**src/rtl/core_fetch_pkg.sv**
```systemverilog
// rtl/core_fetch_pkg.sv - shared types and constants for the instruction fetch stage
//
// Purpose: word/ptr types, the NOP presented when no instruction is available,
//          the fetch FSM state encoding and the prefetch queue entry layout.
package core_fetch_pkg;

  typedef logic [31:0] word;
  typedef logic [29:0] ptr;

  // addi x0, x0, 0
  localparam word NOP_INSN = 32'h0000_0013;

  typedef enum logic [1:0] {
    FETCH_IDLE    = 2'd0,
    FETCH_WAIT    = 2'd1,
    FETCH_DISCARD = 2'd2
  } fetch_state;

  typedef struct packed {
    word insn;
    ptr  pc;
  } fetch_entry;

endpackage

```
**src/rtl/core_fetch_prefetch.sv**
```systemverilog
// rtl/core_fetch_prefetch.sv - synchronous prefetch FIFO of {insn, pc}
//
// Purpose: small FIFO between the bus side and the decode side of fetch.
// Ports:
//   clk, rst     clock, asynchronous active-high reset
//   push         write push_data at the tail
//   push_data    entry to write
//   pop          advance the head (ignored when empty)
//   flush        empty the queue; overrides push and pop
//   head         entry at the head (meaningful only when !empty)
//   empty        queue holds no entries
//   count        number of valid entries, 0..DEPTH
module core_fetch_prefetch
  import core_fetch_pkg::*;
#(
  parameter int DEPTH = 4
) (
  input  logic                     clk,
  input  logic                     rst,
  input  logic                     push,
  input  fetch_entry               push_data,
  input  logic                     pop,
  input  logic                     flush,
  output fetch_entry               head,
  output logic                     empty,
  output logic [$clog2(DEPTH):0]   count
);

  localparam int AW = $clog2(DEPTH);
  localparam logic [AW:0] FULL_COUNT = (AW+1)'(DEPTH);

  fetch_entry    r_mem [DEPTH];
  logic [AW:0]   r_wr;
  logic [AW:0]   r_rd;

  logic          w_full;
  logic          w_do_push;
  logic          w_do_pop;

  assign count  = r_wr - r_rd;
  assign empty  = (r_wr == r_rd);
  assign w_full = (count == FULL_COUNT);

  // A push into a full queue is only accepted when the head leaves the same cycle.
  assign w_do_pop  = pop & ~empty & ~flush;
  assign w_do_push = push & ~flush & (~w_full | w_do_pop);

  assign head = r_mem[r_rd[AW-1:0]];

  always_ff @(posedge clk or posedge rst) begin
    if (rst) begin
      r_wr <= '0;
      r_rd <= '0;
    end else if (flush) begin
      r_wr <= '0;
      r_rd <= '0;
    end else begin
      if (w_do_push) r_wr <= r_wr + 1'b1;
      if (w_do_pop)  r_rd <= r_rd + 1'b1;
    end
  end

  // Payload storage needs no reset: the pointers alone decide what is valid.
  always_ff @(posedge clk) begin
    if (w_do_push) r_mem[r_wr[AW-1:0]] <= push_data;
  end

endmodule

```
**src/rtl/core_fetch.sv**
```systemverilog
// rtl/core_fetch.sv - instruction fetch stage feeding core_control
//
// Purpose: issues one word read at a time, queues returned words with their PCs,
//          presents the queue head to control, honours stall and branch redirect,
//          and drops the in-flight word that a redirect made stale.
// Ports:
//   clk, rst       clock, asynchronous active-high reset
//   stall          hold the current head
//   branch         redirect pulse; branch_target is the next fetch ptr
//   fetch_ready    bus read complete, fetch_data valid
//   fetch_data     returned word
//   fetch_start    start read at fetch_addr (1-cycle pulse)
//   fetch_addr     read word address
//   insn_valid     queue head valid
//   insn, insn_pc  queue head word and its PC (insn = NOP_INSN when empty)
module core_fetch
  import core_fetch_pkg::*;
#(
  parameter int          PREFETCH_DEPTH = 4,
  parameter logic [29:0] RESET_PC       = '0
) (
  input  logic        clk,
  input  logic        rst,
  input  logic        stall,
  input  logic        branch,
  input  logic [29:0] branch_target,
  input  logic        fetch_ready,
  input  logic [31:0] fetch_data,
  output logic        fetch_start,
  output logic [29:0] fetch_addr,
  output logic        insn_valid,
  output logic [31:0] insn,
  output logic [29:0] insn_pc
);

  localparam int CW = $clog2(PREFETCH_DEPTH) + 1;
  localparam logic [CW-1:0] FULL_COUNT = CW'(PREFETCH_DEPTH);

  fetch_state    r_state;
  fetch_state    w_next_state;
  ptr            r_fetch_pc;
  ptr            w_next_pc;

  logic          w_start;
  logic          w_push;
  logic          w_pop;
  logic          w_empty;
  logic          w_full;
  logic [CW-1:0] w_count;
  fetch_entry    w_head;
  fetch_entry    w_push_entry;

  assign w_full = (w_count == FULL_COUNT);

  always_ff @(posedge clk or posedge rst) begin
    if (rst) begin
      r_state    <= FETCH_IDLE;
      r_fetch_pc <= RESET_PC;
    end else begin
      r_state    <= w_next_state;
      r_fetch_pc <= w_next_pc;
    end
  end

  // Redirect outranks everything: it retargets fetch_pc and, if a read is
  // outstanding, makes sure its data never reaches the queue.
  always_comb begin
    w_next_state = r_state;
    w_next_pc    = r_fetch_pc;
    w_start      = 1'b0;
    w_push       = 1'b0;
    case (r_state)
      FETCH_IDLE: begin
        if (branch) begin
          w_next_pc = branch_target;
        end else if (!w_full) begin
          w_start      = 1'b1;
          w_next_state = FETCH_WAIT;
        end
      end
      FETCH_WAIT: begin
        if (branch) begin
          w_next_pc    = branch_target;
          w_next_state = fetch_ready ? FETCH_IDLE : FETCH_DISCARD;
        end else if (fetch_ready) begin
          w_push       = 1'b1;
          w_next_pc    = r_fetch_pc + 30'd1;
          w_next_state = FETCH_IDLE;
        end
      end
      FETCH_DISCARD: begin
        if (branch)      w_next_pc    = branch_target;
        if (fetch_ready) w_next_state = FETCH_IDLE;
      end
      default: w_next_state = FETCH_IDLE;
    endcase
  end

  // The reset state is IDLE, which would otherwise request a read while rst is held.
  assign fetch_start = w_start & ~rst;
  assign fetch_addr  = r_fetch_pc;

  assign w_pop = ~w_empty & ~stall & ~branch;

  assign w_push_entry.insn = fetch_data;
  assign w_push_entry.pc   = r_fetch_pc;

  core_fetch_prefetch #(
    .DEPTH (PREFETCH_DEPTH)
  ) u_prefetch (
    .clk       (clk),
    .rst       (rst),
    .push      (w_push),
    .push_data (w_push_entry),
    .pop       (w_pop),
    .flush     (branch),
    .head      (w_head),
    .empty     (w_empty),
    .count     (w_count)
  );

  assign insn_valid = ~w_empty;
  assign insn       = w_empty ? NOP_INSN : w_head.insn;
  assign insn_pc    = w_head.pc;

endmodule

```
**config.mk**
```make
export PLATFORM = sky130hd
export DESIGN_NAME = core_fetch
export DESIGN_NICKNAME = d
export VERILOG_FILES = /design/src/rtl/core_fetch_pkg.sv /design/src/rtl/core_fetch_prefetch.sv /design/src/rtl/core_fetch.sv
export SDC_FILE = /design/constraint.sdc
export NUM_CORES = 1
export LEC_CHECK = 0
export ABC_AREA = 1
export CORE_UTILIZATION = 45
export CTS_CLUSTER_DIAMETER = 80
export DETAILED_ROUTE_END_ITERATION = 16
export GPL_TIMING_DRIVEN = 0
export PLACE_DENSITY = 0.79
export SYNTH_ARGS = -nofsm -noshare
export SYNTH_HDL_FRONTEND = slang
export SYNTH_HIERARCHICAL = 1
export SYNTH_SLANG_ARGS = --single-unit
export TNS_END_PERCENT = 5
```
**constraint.sdc**
```tcl
create_clock -name clk -period 7.8 [get_ports clk]
set_input_delay 0.78 -clock clk [delete_from_list [all_inputs] [get_ports clk]]
set_output_delay 0.78 -clock clk [all_outputs]
set_load 0.1 [all_outputs]
```
==> summary by stage, run 1 <==
Floorplan
The initial utilization of the core area, before any placement, comes to 46.1%. The area of the die is 0.0283 mm2. The count of standard-cell rows is 60.

The floorplan die height is 168 um. The total area inside the core boundary comes to 0.0270 mm2. The die boundary width is 168 um.

The I/O pin count is 161.

Finish
The number of antenna repair diodes is 0. The filler cell count in the final layout is 2149. Measured on the finished design, the core utilization comes to 57.8%. The proportion of layout cells with a drive suffix above 1 is roughly a tenth. From synthesis to final layout, the design area changed by 25.5%.

Leaving out fill and tap cells, the most frequent cell in the layout is sky130_fd_sc_hd__edfxtp_1. The final cell count without fillers is 1699. The top cell types in the final layout, fill and taps aside, are 248 x sky130_fd_sc_hd__edfxtp_1, 227 x sky130_fd_sc_hd__nor2_1, 160 x sky130_fd_sc_hd__clkdlybuf4s50_1. The final net count is 1413. The area taken by multi-input logic gates is approximately 0.0035 mm2. Summing all non-filler instances in the final layout gives an area of 0.0156 mm2.

The sequential cells in the finished layout cover a total of 0.00840 mm2.

Routing
The total length of routed wires is 30500 um. The number of nets with antenna violations after routing is 0. The number of design rule violations left after detail routing is 0. The first routing iteration left between 900 and 1000 violations. Dividing the detail-routed via count by the number of cells gives 5.37. In the final routed layout, each cell accounts on average for approximately 18 um.

The number of iterations in the first detailed-routing pass is 8. The routed layout has 9132 vias.

GRT
The overall routing resource usage is 21.6%. The number of antenna violations at the first check in global routing is 0. The first global-routing pass estimated 47500 um of wire. The via count of the first global-routing pass came to 8963.

The maximum number of pins on one net before global-route repair is 33. The leftover overflow at the end of global routing is 0.

CTS
The clock latency at the later pin of the worst-skew pair is 540 ps. The root buffer selected by CTS is sky130_fd_sc_hd__clkbuf_16. TritonCTS built the clock tree.

Counting the buffers created by CTS gives 29. The tree built by TritonCTS fans out to 286 sinks. After clock tree synthesis, the clock-pin slew on the worst setup and hold paths is 60 ps. The post-cts resize count is 0. The number of buffers added for setup after CTS is 0. Counting along the longest clock path gives a buffer depth of 3. Hold repair after CTS inserted 0 buffers. The CTS H-tree depth is 1.

Timing
The tightest hold margin is around 560 ps. The final hold violation count is 0. The pin slew with the least headroom to its limit is 1070 ps. The final clock period utilization by the worst path is 68.5%. Setup violations remaining at the end of the flow were counted as 0. Adding up every negative setup slack in the final design gives 0 ps.

The number of slew-limit violations in the final report was 0. The final worst clock skew is just under 9 ps. The highest achievable clock rate is 187 MHz.

The smallest clock period supported by the final layout is computed as 5350 ps. Setup repair after global routing left no endpoint under its margin. Headroom to the max-slew limit came out at 28.3%.

The worst path meets setup with 2450 ps of slack.

Power and ir drop
For this design the ratio of total power to cell area is 252 mW/mm2. The leakage power total is approximately 5.8 nW. VDD sags by at most 159 uV. The final total power is 3.94 mW.

Yosys
The post-synthesis instance area is about 0.012 mm2. The share of async-settable or async-resettable flops after synthesis is 13.3%. Yosys printed 6 warnings. For this run, the leading register cell type out of synthesis is sky130_fd_sc_hd__edfxtp_1. The share of the Yosys chip area taken by registers is between 60% and 70%.

The cell count after synthesis came out at approximately 1100. The number of nets handed over by synthesis was 1214. The unique cell type count in the Yosys netlist is 40. The synthesized design contains roughly 250 enable-type register cells. Synthesis inferred 286 register bits.

The post-synthesis area per instance is 10.9 um2.

Critical path
At the worst endpoint, the required time is 7020 ps. The worst setup path is captured at a primary output. The signal on the critical path passes through buf_2 > clkinv_1 > buf_2 > ha_1 > nand2_1 > inv_1 > nand3_2 > inv_1 > clkbuf_1 > clkbuf_1 > nor2_1 > clkdlybuf4s50_1. The worst reg-to-reg path cell count is 15.

Along the worst path, the maximum fanout reaches 11. On the worst path, the slowest cell contributes a delay of 990 ps. STA classifies the critical path startpoint as a flip-flop.

By startpoint and endpoint, the worst setup path is classified as reg2out. The master of the slowest instance on the critical path is sky130_fd_sc_hd__clkdlybuf4s50_1. For the worst setup path, the data arrival time is between 4000 and 5000 ps.

Hold path
In this run the worst hold path is classified as in2async.

Status
The flow ran to the end, and the final reports show no timing, DRC or antenna violations.

Placement
Once placement completed, the tool counted placed cells totaling between 1500 and 2000. The worst slack at placement is 3050 ps. The routability-driven placement congestion ratio is 0.929. The number of buffer cells added on primary ports is 160. The instance area after placement is 0.0147 mm2.

After legalization and detailed placement, the total HPWL measured 20700 um.

Job
The number of max-cap violations is 0.
sequential cells by signal, summed over array words and instances (netlist names):
signal	count
u_prefetch/r_mem	248
fetch_addr	30
u_prefetch/r_rd	3
u_prefetch/r_wr	3
r_state	2
worst paths after layout:
kind,start,to,slack (ps)
min in group clk,u_prefetch/r_wr[0],u_prefetch/r_wr[0],610
hold reg to reg,u_prefetch/r_wr[0],u_prefetch/r_wr[0],610
hold / removal,rst,u_prefetch/r_wr[2],560
setup reg to reg,u_prefetch/r_rd[1],u_prefetch/r_mem[3][28],3500
max in group asynchronous,rst,fetch_addr[11],6560
setup / recovery,u_prefetch/r_rd[1],insn[31],2450
worst max-delay path, delay by kind of cell (launching register included):
kind,cells,cell delay (ps)
simple gates,3,280
flops,1,340
fa+ha+maj,1,290
buf+inv,8,3100
cell usage after synthesis (all sizes together) (7+ instances only):
| library cell | n | area, um2 |
|---|---|---|
| ha | 8 | 100 |
| or2 | 7 | 43.8 |
| nor2 | 243 | 990 |
| dfrtp | 38 | 951 |
| edfxtp | 248 | 7450 |
| inv | 87 | 334 |
| nand3 | 48 | 268 |
| nand2 | 161 | 657 |
| a21oi | 13 | 65.1 |
| o21ai | 140 | 716 |
| buf | 30 | 190 |
| o22ai | 69 | 432 |
| clkbuf | 25 | 97.6 |
layer usage:
layer | share of wire [%] | track usage (%)
met1 | 40 | 28.4
met2 | 49 | 37.2
met3 | 7.2 | 2.70
met4 | 3.0 | 7.23
met5 | 0 | 0
cells by family after synthesis:
| logic type | share of synthesized area, % |
|---|---|
| adder cells (fa/ha/maj) | 0.965 |
| AO/OA/AOI/OAI | 10.2 |
| XOR/XNOR | 0.141 |
| AND/OR/NAND/NOR | 16.2 |
| buffers and inverters | 5.03 |
| flip-flops | 67.5 |
power breakdown:
part	internal [mW]	switching [mW]	total [mW]
Sequential	1.75	0.110	1.86
Combinational	0.188	0.562	0.751
Clock	0.778	0.555	1.33
Total	2.71	1.23	3.94
area by class of cell:
cell class,instances,area share [%]
plain buffers,55,1.84
multi-input cells,709,22.1
flip-flops and latches,286,53.7
clock buffers,36,5.00
well taps,341,2.73
clock inverters,16,0.985
repair buffers,168,11.4
inverters,88,2.16
Note: power is estimated with default switching activity, not from simulation.
==> run 2: changes to the inputs <==
- clock period: 7.8 -> 5.23 ns (I/O delays scaled with it)
==> summary by stage, run 2 (synthesis results as in run 1) <==
Critical path
For the worst setup path, the data required time is 4710 ps. The worst setup path startpoint is u_prefetch/r_rd[1]. The worst reg-to-reg path cell count is 15.

STA classifies the critical path startpoint as a flip-flop. The critical path in this run is classified as reg2out. The capturing element type of the critical path is a primary output. The critical path data arrival time is roughly 4400 ps. The capturing point of the worst reg2reg path is u_prefetch/r_mem[3][28]. Of all nets on the critical path, the largest fanout is 11. The startpoint of the worst register-to-register path is u_prefetch/r_rd[1]. Across all register-to-register paths, the minimum setup slack is 930 ps.

Finish
The number of antenna repair diodes is 0. Leaving out fill and tap cells, the most frequent cell in the layout is sky130_fd_sc_hd__edfxtp_1. The area taken by multi-input logic gates is 0.00346 mm2. Leaving out fill and tap cells, the most frequent cells in the layout are 248 x sky130_fd_sc_hd__edfxtp_1, 227 x sky130_fd_sc_hd__nor2_1, 150 x sky130_fd_sc_hd__nand2_1, 150 x sky130_fd_sc_hd__clkdlybuf4s50_1, 134 x sky130_fd_sc_hd__o21ai_0.

The proportion of layout cells with a drive suffix above 1 is approximately a tenth. After the flow finishes, the layout carries non-filler instances totaling 1699. The register with the most flip-flops in the layout has 248 of them.

The sequential cells in the finished layout cover a total of 0.00840 mm2. The filler cell count in the final layout is between 2000 and 2500. The area growth from synthesis to layout is 25.7%. The final non-filler cell area is 0.0157 mm2. For this run, the post-layout net count is between 1000 and 1500.

Routing
The iteration-0 DRC count of the detailed router is 923. The ratio of routed vias to standard cells is about 5.4. Once detail routing completed, the nets flagged for antenna violations numbered 0. In the final routed layout, each cell accounts on average for 18.0 um. After detailed routing, the number of remaining DRC violations is 0. The number of iterations in the first detailed-routing pass is 6. After detailed routing, the total wire length is 30600 um.

Across all layers, the routed design uses approximately 9200 vias.

Floorplan
The count of standard-cell rows is 60. The region available for standard cell placement spans between 0.02 and 0.03 mm2. In this run the vertical extent of the chip is 168 um. The I/O pin count is 161. The starting density of the core is 46.1%. The floorplan step set the die width to 168 um. The floorplan step defined a die boundary enclosing 0.0283 mm2.

GRT
The number of antenna violations at the first check in global routing is 0. The maximum number of pins on one net before global-route repair is 33. The first global-routing pass estimated 47500 um of wire. The leftover overflow at the end of global routing is 0. The overall routing resource usage is 21.6%. The via count of the first global-routing pass is 8963.

Power and ir drop
The internal portion of the total power is a little over 4 mW. Summed over all nets, the switching power comes to 1.83 mW. The sequential power share is 47.1%.

The worst vdd rail ir drop is roughly 240 uV. The portion of total power attributed to the clock network is between 30% and 40%. Total power for the finished layout comes to 5.88 mW. In this run the power density over the cells is 376 mW/mm2. The leakage power total is around 6 nW. Per report_power, the combinational group accounts for 19.0% of the total. In this run switching power makes up between 30% and 40% of total power.

Timing
The highest achievable clock rate is 204 MHz. The final hold violation count is 0. At the pin with the least slew margin, the transition time is 1070 ps. The time the final worst path needs with I/O delays and setup is a little under 5000 ps. Setup violations remaining at the end of the flow were counted as 0.

The number of slew-limit violations in the final report was 0. Of the available clock period, the critical path in the final layout requires between 90 and 100%. Across the routed clock network, the largest skew measured is 8.90 ps. Setup repair after global routing left no endpoint under its margin.

Headroom to the max-slew limit came out at 28.5%.

CTS
At the later pin of the worst-skew pair, clock insertion delay measures 530 ps. In this run the clock root is driven by a sky130_fd_sc_hd__clkbuf_16. Clock-pin slew was measured on the worst setup and hold paths at approximately 60 ps. The number of hold buffers added after CTS was 0. The post-cts resize count is 0.

Clock tree synthesis found a total of 286 sinks. The clock tree from TritonCTS is yes. In this run the number of H-tree levels came out at 1.

Counting the buffers created by CTS gives 29. The longest clock path from root to sink contains 3 buffers. In this run the post-CTS setup repair buffer count came out at 0.

Hold path
The type of the most critical hold path is in2async.

Placement
Summing all placed instances gives a cell area of 0.0147 mm2. The routability-driven placement congestion ratio is 0.929. The HPWL after detailed placement is 20700 um. The instance count after placement with tap cells included is between 1500 and 2000. The number of buffer cells added on primary ports is 160.

Job
Across the run, the number of max-cap violations was 0.

Status
The run finished with clean final reports.
==> run 2: changes by cell type in the layout (fill, tap and decap cells not counted) <==
cell                              before  now
sky130_fd_sc_hd__clkdlybuf4s50_1     160  150
sky130_fd_sc_hd__dlymetal6s2s_1        0   10
==> run 2: how the worst max path moves through the flow <==
stage / end / depth (start not counted)
finish: insn[18] / 12
global route: insn[19] / 12
CTS: insn[31] / 12
detailed placement: insn[31] / 12
global placement: u_prefetch/r_mem[3][29] / 14
floorplan: u_prefetch/r_mem[0][0] / 14
==> run 2: area by class of cell <==
| cell class | instances | share of cell area [%] |
|---|---|---|
| inverters | 88 | 2.16 |
| clock buffers | 36 | 5.00 |
| repair buffers | 168 | 11.6 |
| multi-input cells | 709 | 22.1 |
| flip-flops and latches | 286 | 53.7 |
| clock inverters | 16 | 0.983 |
| well taps | 341 | 2.73 |
| plain buffers | 55 | 1.84 |
==> run 2: critical path: stages (launching register included) <==
cell and delay, ps:
sky130_fd_sc_hd__dfrtp_1 340, sky130_fd_sc_hd__buf_2 260, sky130_fd_sc_hd__clkinv_1 410, sky130_fd_sc_hd__buf_2 340, sky130_fd_sc_hd__ha_1 290, sky130_fd_sc_hd__nand2_1 40, sky130_fd_sc_hd__inv_1 60, sky130_fd_sc_hd__nand3_2 100
sky130_fd_sc_hd__inv_1 70, sky130_fd_sc_hd__clkbuf_1 490, sky130_fd_sc_hd__clkbuf_1 360, sky130_fd_sc_hd__nor2_1 90, sky130_fd_sc_hd__clkdlybuf4s50_1 980
==> run 2: layer usage <==
layer	GRT usage (%)	share of wire [%]
met1	28.4	40
met2	37.2	49
met3	2.70	7.5
met4	7.23	3.0
met5	0	0
==> run 2: stage by stage <==
stage | setup TNS [ps] | hold slack [ps] | utilization, % | worst slack (ps)
after floorplan | 0 | 314 | - | 83.3
after global placement | -635460 | 545 | 53.6 | -2640
after detailed placement | 0 | 596 | 54.4 | 741
after CTS | 0 | 280 | 57.8 | 170
after global routing | 0 | 339 | 57.9 | 48.8
final | 0 | 302 | 57.9 | 322
==> run 2: power groups by stage <==
stage | logic (mW) | registers (mW) | clock network (mW)
after floorplan | 0.439 | 3.14 | 0
after global placement | 1.10 | 2.81 | 0
after detailed placement | 1.12 | 2.81 | 0
after CTS | 1.12 | 2.77 | 2.01
after global routing | 1.18 | 2.79 | 2.09
final | 1.12 | 2.77 | 1.99
